## config.mk

```make
export PLATFORM = sky130hd
export DESIGN_NAME = exu_brupd_ctl
export DESIGN_NICKNAME = d
export VERILOG_FILES = /design/src/rtl/exu_brupd_ctl.sv
export SDC_FILE = /design/constraint.sdc
export NUM_CORES = 1
export LEC_CHECK = 0
export CAP_MARGIN = 20
export CORE_AREA = 10 10 203 205
export CTS_CLUSTER_DIAMETER = 150
export DETAILED_ROUTE_END_ITERATION = 8
export DIE_AREA = 0 0 213 215
export HOLD_SLACK_MARGIN = 0.15
export PLACE_DENSITY = 0.55
export SYNTH_ARGS = -nofsm -noshare
export SYNTH_HDL_FRONTEND = slang
export SYNTH_SLANG_ARGS = --single-unit
export TNS_END_PERCENT = 100
```

## constraint.sdc

```tcl
create_clock -name clk -period 4.7 [get_ports clk]
set_clock_uncertainty 0.2 [all_clocks]
set_input_delay 0.47 -clock clk [delete_from_list [all_inputs] [get_ports clk]]
set_output_delay 0.47 -clock clk [all_outputs]
set_load 0.01 [all_outputs]
```

## src/rtl/exu_brupd_ctl.sv

```systemverilog
// Branch-update queue between the resolving ALU and the IFU branch predictor.
// Full queue: plain updates are dropped, mispredicts replace the youngest entry.
module exu_brupd_ctl #(
  parameter int unsigned DEPTH = 4,
  parameter int unsigned DCW   = 8
) (
  input  logic            clk,
  input  logic            rst_l,
  input  logic            freeze,
  input  logic            flush,
  input  logic            br_valid,
  input  logic [31:1]     br_pc,
  input  logic [31:1]     br_target,
  input  logic            br_ataken,
  input  logic            br_misp,
  input  logic [1:0]      br_hist,
  output logic            upd_valid,
  input  logic            upd_ready,
  output logic [31:1]     upd_pc,
  output logic [31:1]     upd_target,
  output logic            upd_ataken,
  output logic            upd_misp,
  output logic [1:0]      upd_hist,
  output logic            q_full,
  output logic [DCW-1:0]  drop_cnt
);

  localparam int unsigned AW = $clog2(DEPTH);
  localparam int unsigned PW = AW + 1;

  typedef struct packed {
    logic [31:1] pc;
    logic [31:1] target;
    logic        ataken;
    logic        misp;
    logic [1:0]  hist;
  } entry_t;

  entry_t          mem [DEPTH];
  logic [PW-1:0]   wr_ptr;
  logic [PW-1:0]   rd_ptr;
  logic            empty;
  logic            full;
  logic            push_req;
  logic            pop;
  logic            push_ok;
  logic            overflow;
  logic            overwrite;
  logic [AW-1:0]   wr_idx;
  logic [AW-1:0]   ow_idx;
  entry_t          new_entry;
  entry_t          head;

  // Occupancy from registered pointers only
  assign empty = (wr_ptr == rd_ptr);
  assign full  = (wr_ptr[AW] != rd_ptr[AW]) && (wr_ptr[AW-1:0] == rd_ptr[AW-1:0]);

  assign push_req  = br_valid & ~flush & ~freeze;
  assign pop       = ~empty & upd_ready;
  assign push_ok   = push_req & (~full | pop);
  assign overflow  = push_req & full & ~pop;
  assign overwrite = overflow & br_misp;

  assign wr_idx = wr_ptr[AW-1:0];
  assign ow_idx = AW'(wr_ptr[AW-1:0] - AW'(1));

  always_comb begin
    new_entry        = '0;
    new_entry.pc     = br_pc;
    new_entry.target = br_target;
    new_entry.ataken = br_ataken;
    new_entry.misp   = br_misp;
    new_entry.hist   = br_hist;
  end

  // Pointers and drop counter
  always_ff @(posedge clk or negedge rst_l) begin
    if (!rst_l) begin
      wr_ptr   <= '0;
      rd_ptr   <= '0;
      drop_cnt <= '0;
    end else begin
      if (push_ok) wr_ptr <= PW'(wr_ptr + PW'(1));
      if (pop)     rd_ptr <= PW'(rd_ptr + PW'(1));
      if (overflow && (drop_cnt != {DCW{1'b1}})) drop_cnt <= DCW'(drop_cnt + DCW'(1));
    end
  end

  // Entry storage; a push-with-pop on a full queue reuses the slot being popped
  always_ff @(posedge clk or negedge rst_l) begin
    if (!rst_l) begin
      for (int unsigned i = 0; i < DEPTH; i++) mem[i] <= '0;
    end else begin
      if (push_ok)        mem[wr_idx] <= new_entry;
      else if (overwrite) mem[ow_idx] <= new_entry;
    end
  end

  assign head       = mem[rd_ptr[AW-1:0]];
  assign upd_valid  = ~empty;
  assign q_full     = full;
  assign upd_pc     = head.pc;
  assign upd_target = head.target;
  assign upd_ataken = head.ataken;
  assign upd_misp   = head.misp;
  assign upd_hist   = head.hist;

endmodule

```

== Word level (Yosys, flattened, before mapping) ==
Index checks and enable logic that the tools add are counted.

* Register bits after elaboration: 278
* Input bits: 72
* Output and inout port bits: 76
* Logic and storage cells: 68

* Add/sub/neg operators: 4
* Magnitude comparators: 5
* Equal/unequal tests: 4
* Muxes and demuxes: 11
* Bitwise operators: 16
* Reductions and logical operators: 5

{| class="wikitable"
|+ Operator list
! operator !! count
|-
| 264-bit bitwise mux || 2
|-
| 264-bit 2-to-1 mux || 2
|-
| 66-bit demux with 2-bit select || 2
|-
| 66-bit 2-to-1 mux || 4
|-
| 66-bit binary-select mux with 2-bit select || 1
|-
| 3-bit greater-or-equal comparator, second input constant || 3
|-
| 2-bit inverter with 3-bit output || 3
|-
| 8-bit by 1-bit adder with 8-bit output, second input constant || 1
|-
| 8-bit != test, second input constant || 1
|-
| 1-bit bitwise AND || 7
|-
| 3-bit by 1-bit adder with 3-bit output, second input constant || 2
|-
| 3-bit by 1-bit < comparator with 1-bit output, second input constant || 2
|-
| 1-bit inverter || 5
|-
| 1-bit logical AND || 4
|-
| 3-bit == test || 1
|-
| 2-bit == test || 1
|-
| 2-bit nonzero test || 1
|-
| 2-bit by 1-bit subtractor with 2-bit output, second input constant || 1
|-
| 1-bit != test || 1
|-
| 1-bit bitwise OR || 1
|}

== Depth between registers and ports, before layout ==
* Depth after elaboration: 9
* Mapped depth: 8
* Depth with buffers taken out: 5

== Worst setup path after synthesis ==
No wires, ideal clock.

* Path kind: register to output
* Start: reg rd_ptr[0]
* End: out upd_hist[0]
* Data arrival time: 1.625 ns
* Data required time: 4.030 ns
* Setup slack: 2.405 ns
* Cell stages (with the launch flop): 5
* Path buffers: 3
* Cell sequence: dfrtp_1 -> buf_2 -> buf_2 -> buf_2 -> mux4_2

* Word-level cells in the longest chain between the ends: 4

{| class="wikitable"
|+ RTL lines
! what !! RTL line !! source
|-
| start, declared || 41 || <nowiki>logic [PW-1:0] rd_ptr;</nowiki>
|-
| start signal, assigned || 84 || <nowiki>if (pop) rd_ptr <= PW'(rd_ptr + PW'(1));</nowiki>
|-
| 2-bit inverter with 3-bit output (not written as such) || 99 || <nowiki>assign head = mem[rd_ptr[AW-1:0]];</nowiki>
|-
| 66-bit binary-select mux with 2-bit select || 99 ||
|-
| 66-bit 2-to-1 mux (not written as such) (2 in a row) || 99 ||
|-
| end, declared || 23 || <nowiki>output logic [1:0] upd_hist,</nowiki>
|}

No other way between the ends. The select of a mux whose other input is x is not followed.

== Final worst setup path ==
* Start: reg rd_ptr[1]
* End: out upd_pc[11] (netlist name)

* Word-level cells in the longest chain between the ends: 4

{| class="wikitable"
|+ RTL lines
! what !! RTL line !! source
|-
| 2-bit inverter with 3-bit output (not written as such) || 99 ||
|-
| 66-bit binary-select mux with 2-bit select || 99 ||
|-
| 66-bit 2-to-1 mux (not written as such) (2 in a row) || 99 ||
|-
| end, declared || 19 || <nowiki>output logic [31:1] upd_pc,</nowiki>
|}

No other way between the ends. The select of a mux whose other input is x is not followed.

==> flow_metrics.tcl <==
set metrics [dict create \
    status "completed" \
    vias 6722 \
    ir_drop_v 0.000328 \
    grt_max_degree 100 \
    grt.total_usage 0.129 \
    clk_pin_slew_ns 0.06 \
    fill_cells 3309 \
    power.share.combinational 0.421 \
    first_global_vias 7599 \
    cts_setup_buffers 0 \
    r2r_cells 6 \
    slowest_stage "buf_4" \
    p_per_area_nw_per_um2 746 \
    drv_cap 0 \
    switchingPower_mw 3.39 \
    cp_max_fo 49 \
    period_needed_ns 3.60 \
    port_buffers 147 \
    dp_cells 1308 \
    hpwlAfterDp_um 17800 \
    cp-end-kind "output port" \
    antenna_found_initial 0 \
    synth.avg_cell_area_um2 17.9 \
    yosysWarnings 0 \
    tightestPinTransition_ns 0.863 \
    cts_root_buf "clkbuf_16" \
    worstSetupPathType "register to output port" \
    nets 951 \
    diodes 0 \
    cts_made_buffers 34 \
    yosys.cell_types.count 25 \
    power.internal_mw 8.48 \
    slew_violations 0 \
    whs_ns 0.296 \
    syn_area_um2 12900 \
    critPathMaxStageDelay_ns 0.73 \
    area.growth.synth_to_final_pct 23.5 \
    dr.pass1.iters 4 \
    pre_cts_ws_ns 1.20 \
    wl_per_cell_um 21.4 \
    synth_top_area_share 0.540 \
    grt_pass1_wl_um 46700 \
    ys_ff_latch 278 \
    die_h_um 215 \
    hold_class "register to register" \
    synth_area_leaders "dfrtp_1, mux2_4, mux4_2, mux2_2, buf_6" \
    ys_seq_area_frac 0.540 \
    ys_async_sr_fraction 1.00 \
    rsz0062_at_grt "no" \
    sequentialPowerShare 0.354 \
    synth-main-ff-cell "dfrtp_1" \
    gp_congestion 0.718 \
    final_layout_size_suffix_gt1_frac 0.456 \
    clock-sinks 278 \
    io_pins 148 \
    drc_errors 0 \
    slew_headroom 0.425 \
    hold_depth 1 \
    synth_commonest_cells "dfrtp_1, mux2_4, mux2_2" \
    setup_viol 0 \
    fin_setup_tns_ns 0 \
    yosys.area.top_type "dfrtp_1" \
    crit_chain "buf_4 -> mux4_2 -> clkdlybuf4s50_1" \
    drtAntennaViolNets 0 \
    finalHoldViolCount 0 \
    yosysMostFrequentCell "dfrtp_1" \
    die_w_um 213 \
    clock.fmax_mhz 278 \
    syn-instance-count 721 \
    cts-htree-levels 2 \
    start_kind "register" \
    cts_tree "built" \
    initial_core_util 0.346 \
    dr.first_iter.drc_count 300 \
    required_ns 4.03 \
    syn_nets 801 \
    cts_buffer_depth 3 \
    synth-edff-count 0 \
    clk_latency_ns 0.50 \
    arrival_ns 2.93 \
    p_clk_frac 0.225 \
    gr-total-overflow 0 \
    p_sw_frac 0.286 \
    wl_um 29200 \
    rows 71 \
    core_um2 37200 \
    via_per_inst 4.91 \
    fin_crit_sh 0.766 \
    die_area_um2 45800 \
    instances_no_fill 1369 \
    cellLeakagePower_nw 7.32 \
    setup_slack_ns 1.10 \
]
## worst max-delay path, delay by kind of cell, from the launching register on
family	cells	cell delay (ns)
muxes	1	0.47
DFF	1	0.65
buffers and inverters	2	1.24
## cell usage in the layout (no fill, tap or decap), types with 2 or more instances in the layout
master           instances
mux2_4                 164
clkinv_2                 4
mux4_2                  66
clkbuf_1                 7
inv_6                    2
dfrtp_1                276
nor3_1                   4
nor2_1                   3
dfrtp_4                  2
nand2_1                  8
bufinv_16                4
buf_4                   10
clkinvlp_4               2
mux2_2                 106
clkbuf_8                 6
xor2_1                   7
clkbuf_16               34
xnor2_1                  5
clkdlybuf4s50_1        146
xnor2_2                  2
o21ai_0                  2
ha_1                     8
buf_12                   3
nand3_1                 11
inv_1                    3
## through the flow
step                area [um2]  power (mW)  utilization
floorplan                12900        7.27            -
global placement         14700        9.29        0.396
detailed placement       14700        9.33        0.396
CTS                      15900        12.1        0.427
global route             15900        12.6        0.427
finish                   15900        11.9        0.427
## area by class of cell
class / instances / area [um2] / area share
inverters: 3 / 11.3 / 0.000708
flip-flops and latches: 278 / 6960 / 0.438
multi-input cells: 393 / 5560 / 0.350
well taps: 474 / 593 / 0.0373
clock inverters: 13 / 189 / 0.0119
repair buffers: 161 / 1620 / 0.102
clock buffers: 47 / 960 / 0.0604
## kinds of logic (layout without fill, tap and decap cells)
family	after synthesis	after routing	share of synthesized area
AND/OR/NAND/NOR	32	32	0.0128
XOR/XNOR	14	14	0.0107
buffers and inverters	50	224	0.0280
AO/OA/AOI/OAI	3	3	0.00136
adder cells (fa/ha/maj)	8	8	0.00777
multiplexers	336	336	0.399
flip-flops	278	278	0.540
## power by group through the flow
stage          sequential (mW)  combinational, mW  clock [mW]
2_1_floorplan             3.98               3.29           0
3_3_place_gp              4.22               5.07           0
3_5_place_dp              4.22               5.11           0
4_1_cts                   4.21               5.13        2.76
5_1_grt                   4.36               5.35        2.85
6_report                  4.20               5.00        2.67
## what timing repair did
item | CTS | global route
hold buffers | 1 | 0
gates resized for setup | 0 | 0
endpoints found under the hold margin | 90 | 0
## final timing paths
check / start / endpoint / slack [ns]
worst max-delay path: rd_ptr[1] / upd_pc[11] / 1.10
worst min-delay path: rd_ptr[2] / rd_ptr[2] / 0.30
worst max register to register: rd_ptr[1] / mem[34] / 1.40
worst min register to register: rd_ptr[2] / rd_ptr[2] / 0.30
max in group asynchronous: rst_l / mem[81] / 2.78
min in group asynchronous: rst_l / drop_cnt[6] / 0.36
## per-layer routing
layer / vias up / share of wire / GRT usage
met5: - / 0 / 0
met4: 0 / 0.015 / 0.0276
met3: 36 / 0.048 / 0.0298
met2: 133 / 0.46 / 0.201
met1: 3589 / 0.48 / 0.180
li1: 2964 / - / -
## flip-flops by register name (all words and copies together) (netlist names)
signal / count
rd_ptr: 3
mem: 264
wr_ptr: 3
drop_cnt: 8
Power figures use the tool's default switching activity.
==> edit (same settings) <==
Put one more register stage on the output `drop_cnt`, with the module's reset. The value now appears one clock later. The other outputs are not delayed to match.
--- a/src/rtl/exu_brupd_ctl.sv
+++ b/src/rtl/exu_brupd_ctl.sv
@@ -36,4 +36,6 @@
     logic [1:0]  hist;
   } entry_t;
+
+  logic [DCW-1:0] drop_cnt_s0;
 
   entry_t          mem [DEPTH];
@@ -79,9 +81,9 @@
       wr_ptr   <= '0;
       rd_ptr   <= '0;
-      drop_cnt <= '0;
+      drop_cnt_s0 <= '0;
     end else begin
       if (push_ok) wr_ptr <= PW'(wr_ptr + PW'(1));
       if (pop)     rd_ptr <= PW'(rd_ptr + PW'(1));
-      if (overflow && (drop_cnt != {DCW{1'b1}})) drop_cnt <= DCW'(drop_cnt + DCW'(1));
+      if (overflow && (drop_cnt_s0 != {DCW{1'b1}})) drop_cnt_s0 <= DCW'(drop_cnt_s0 + DCW'(1));
     end
   end
@@ -106,4 +108,12 @@
   assign upd_hist   = head.hist;
 
+  always_ff @(posedge clk or negedge rst_l) begin
+    if (!rst_l) begin
+      drop_cnt <= '0;
+    end else begin
+      drop_cnt <= drop_cnt_s0;
+    end
+  end
+
 endmodule
 
Formal check against the unedited RTL: same outputs for any inputs over 4 cycles, from zero or initial values and one cycle with rst_l low; that may be too few to reach the edited logic, so the function may still have changed.
==> edit against the original RTL <==
- sequential cell count is 8 higher
- power fell by 0.27%
- routed wire length is 2.2% lower
- area after synthesis up 1.6%
- final area increased by 1.1%
- via count up 0.31%
- non-clock buffer count unchanged
- setup slack lost 0.15 ns
- sequential share of layout area rose by 0.77 points
- worst hold slack lost 0.077 ns
- critical endpoint is now upd_target[31]
==> edit: results (changes against the original RTL) <==
- The length of the first detailed-routing pass in iterations is 6 (+2).
- The number of global-route vias before repair is 7,762 (+2.1%).
- The combinational share of power came to 42.2% (about the same).
- The worst flop-to-flop path startpoint is rd_ptr[0]$_DFFE_PN0P_.
- The net count reported at finish came to 956 (+0.53%).
- The flip-flop and latch power came to 4.25 mW (+1%).
- The number of buffers created by CTS was 31 (-8.8%).
- The most common flop cell mapped by yosys is dfrtp_1.
- The pre-CTS setup slack is 1.15 ns (-0.0409 ns).
- The via count of the routed design is 6,743 (+0.31%).
- The static leakage is 7.43 nW (+1.5%).
- The run finished with clean final reports.
- The worst voltage drop across the vdd grid is 0.381 mV (+16%).
- The multi-input combinational cell area is 0.00556 mm2 (unchanged).
- The H-tree depth reported by CTS is 1 (-1).
- The multi-input gate share of the layout cell area came to 34.6% (-0.38 points).
- The initial antenna violation count is 2 (+2).
- The sum of net half-perimeters after detailed placement is 17,600 um (-1.1%).
- The transition at the pin with the smallest max-transition slack came to 0.911 ns (+0.0480 ns).
- In the final layout, the registers with the most flip-flops are mem: 264 flops, drop_cnt: 8 flops, drop_cnt_s0: 8 flops.
- The final-layout non-clock buffer area share is 10.2% (-0.032 points).
- In the synthesized netlist, the cells that appear most often are dfrtp_1 (286), mux2_4 (164), mux2_2 (106).
- The switching share of power is 28.2% (-0.35 points).
- The startpoint of the lowest-slack hold path is drop_cnt_s0[6]$_DFFE_PN0P_.
- The total core area was 0.0372 mm2 (unchanged).
- The synthesized net count was 809 (+1.0%).
- The sequential cell area fraction in the yosys report is 54.7% (+0.70 points).
- The fraction of area in clock buffers and inverters is 6.89% (-0.33 points).
- Ranked by total cell area, the synthesized netlist is headed by dfrtp_1 (55%), mux2_4 (19%), mux4_2 (11%), mux2_2 (9.1%), buf_6 (1.7%).
- The final weighted congestion of routability-driven global placement is 0.673 (-6.2%).
- The overall fraction of global-route tracks in use is 12.8% (-0.12 points).
- The synthesized flop and latch total is 286 (+2.9%).
- The final worst setup slack is 0.952 ns (-0.145 ns).
- The clock latency at the later pin of the worst-skew pair is 0.57 ns (+0.07 ns).
- The maximum number of pins on one net before global-route repair is 112 (+12%).
- The layout filler cell count came to 3,310 (+0.030%).
- The antenna diode count came to 1 (+1).
- The register-to-register setup slack is 1.49 ns (+0.09 ns).
- The proportion of synthesized flip-flops having asynchronous set or reset is 100% (unchanged).
- The sequential fraction of total cell area was 44.6% (+0.77 points).
- The fraction of final layout cells with drive strength greater than 1 is 45.3% (-0.30 points).
- The maximum fanout count along the critical path is 39 (-20%).
- The wire length of the first global-routing pass came to 46,800 um (+0.16%).
- The arrival time reported for the critical path endpoint came to 3.08 ns (+0.15 ns).
edit: cell types whose count changed in the layout (fill, tap and decap cells not counted), sizes merged:
cell,unedited run,this run
clkinvlp,2,1
dfrtp,278,286
diode,0,1
inv,5,4
edit: kinds of logic after synthesis:
family                     Yosys count  synth area share [%]
and+or+nand+nor                     32                  1.26
adders and majority gates            8                 0.765
xor gates and xnor gates            14                  1.05
AOI/OAI and AO/OA                    3                 0.134
muxes                              336                  39.3
buffers and inverters               50                  2.75
DFF                                286                  54.7
edit: what timing repair did:
action                     in CTS  in global routing
setup endpoints to repair       0                  0
hold buffers                    1                  0
resized for setup               0                  0
hold endpoints to repair      108                  0
edit: routing by layer:
| layer | part of all wire, % | track usage (%) |
|---|---|---|
| met2 | 47 | 20.0 |
| met1 | 47 | 17.6 |
| met4 | 1.9 | 2.67 |
| met5 | 0.070 | 0 |
| met3 | 4.7 | 3.11 |
edit: final timing paths:
| path | to | depth (start not counted) |
|---|---|---|
| setup reg to reg | mem[229]$_DFFE_PN0P_ | 5 |
| setup / recovery | upd_target[31] | 4 |
| hold reg to reg | drop_cnt[6]$_DFF_PN0_ | 0 |
| min in group asynchronous | mem[111]$_DFFE_PN0P_ | 2 |
| hold / removal | drop_cnt[6]$_DFF_PN0_ | 0 |
| max in group asynchronous | mem[187]$_DFFE_PN0P_ | 3 |
edit: through the flow:
stage | hold slack [ns] | power, mW | cells
CTS | 0.224 | 12.1 | 1375
finish | 0.219 | 11.8 | 1376
detailed placement | 0.211 | 9.37 | 1316
floorplan | -0.0256 | 7.35 | 729
global placement | 0.220 | 9.32 | 1316
global route | 0.248 | 12.6 | 1375
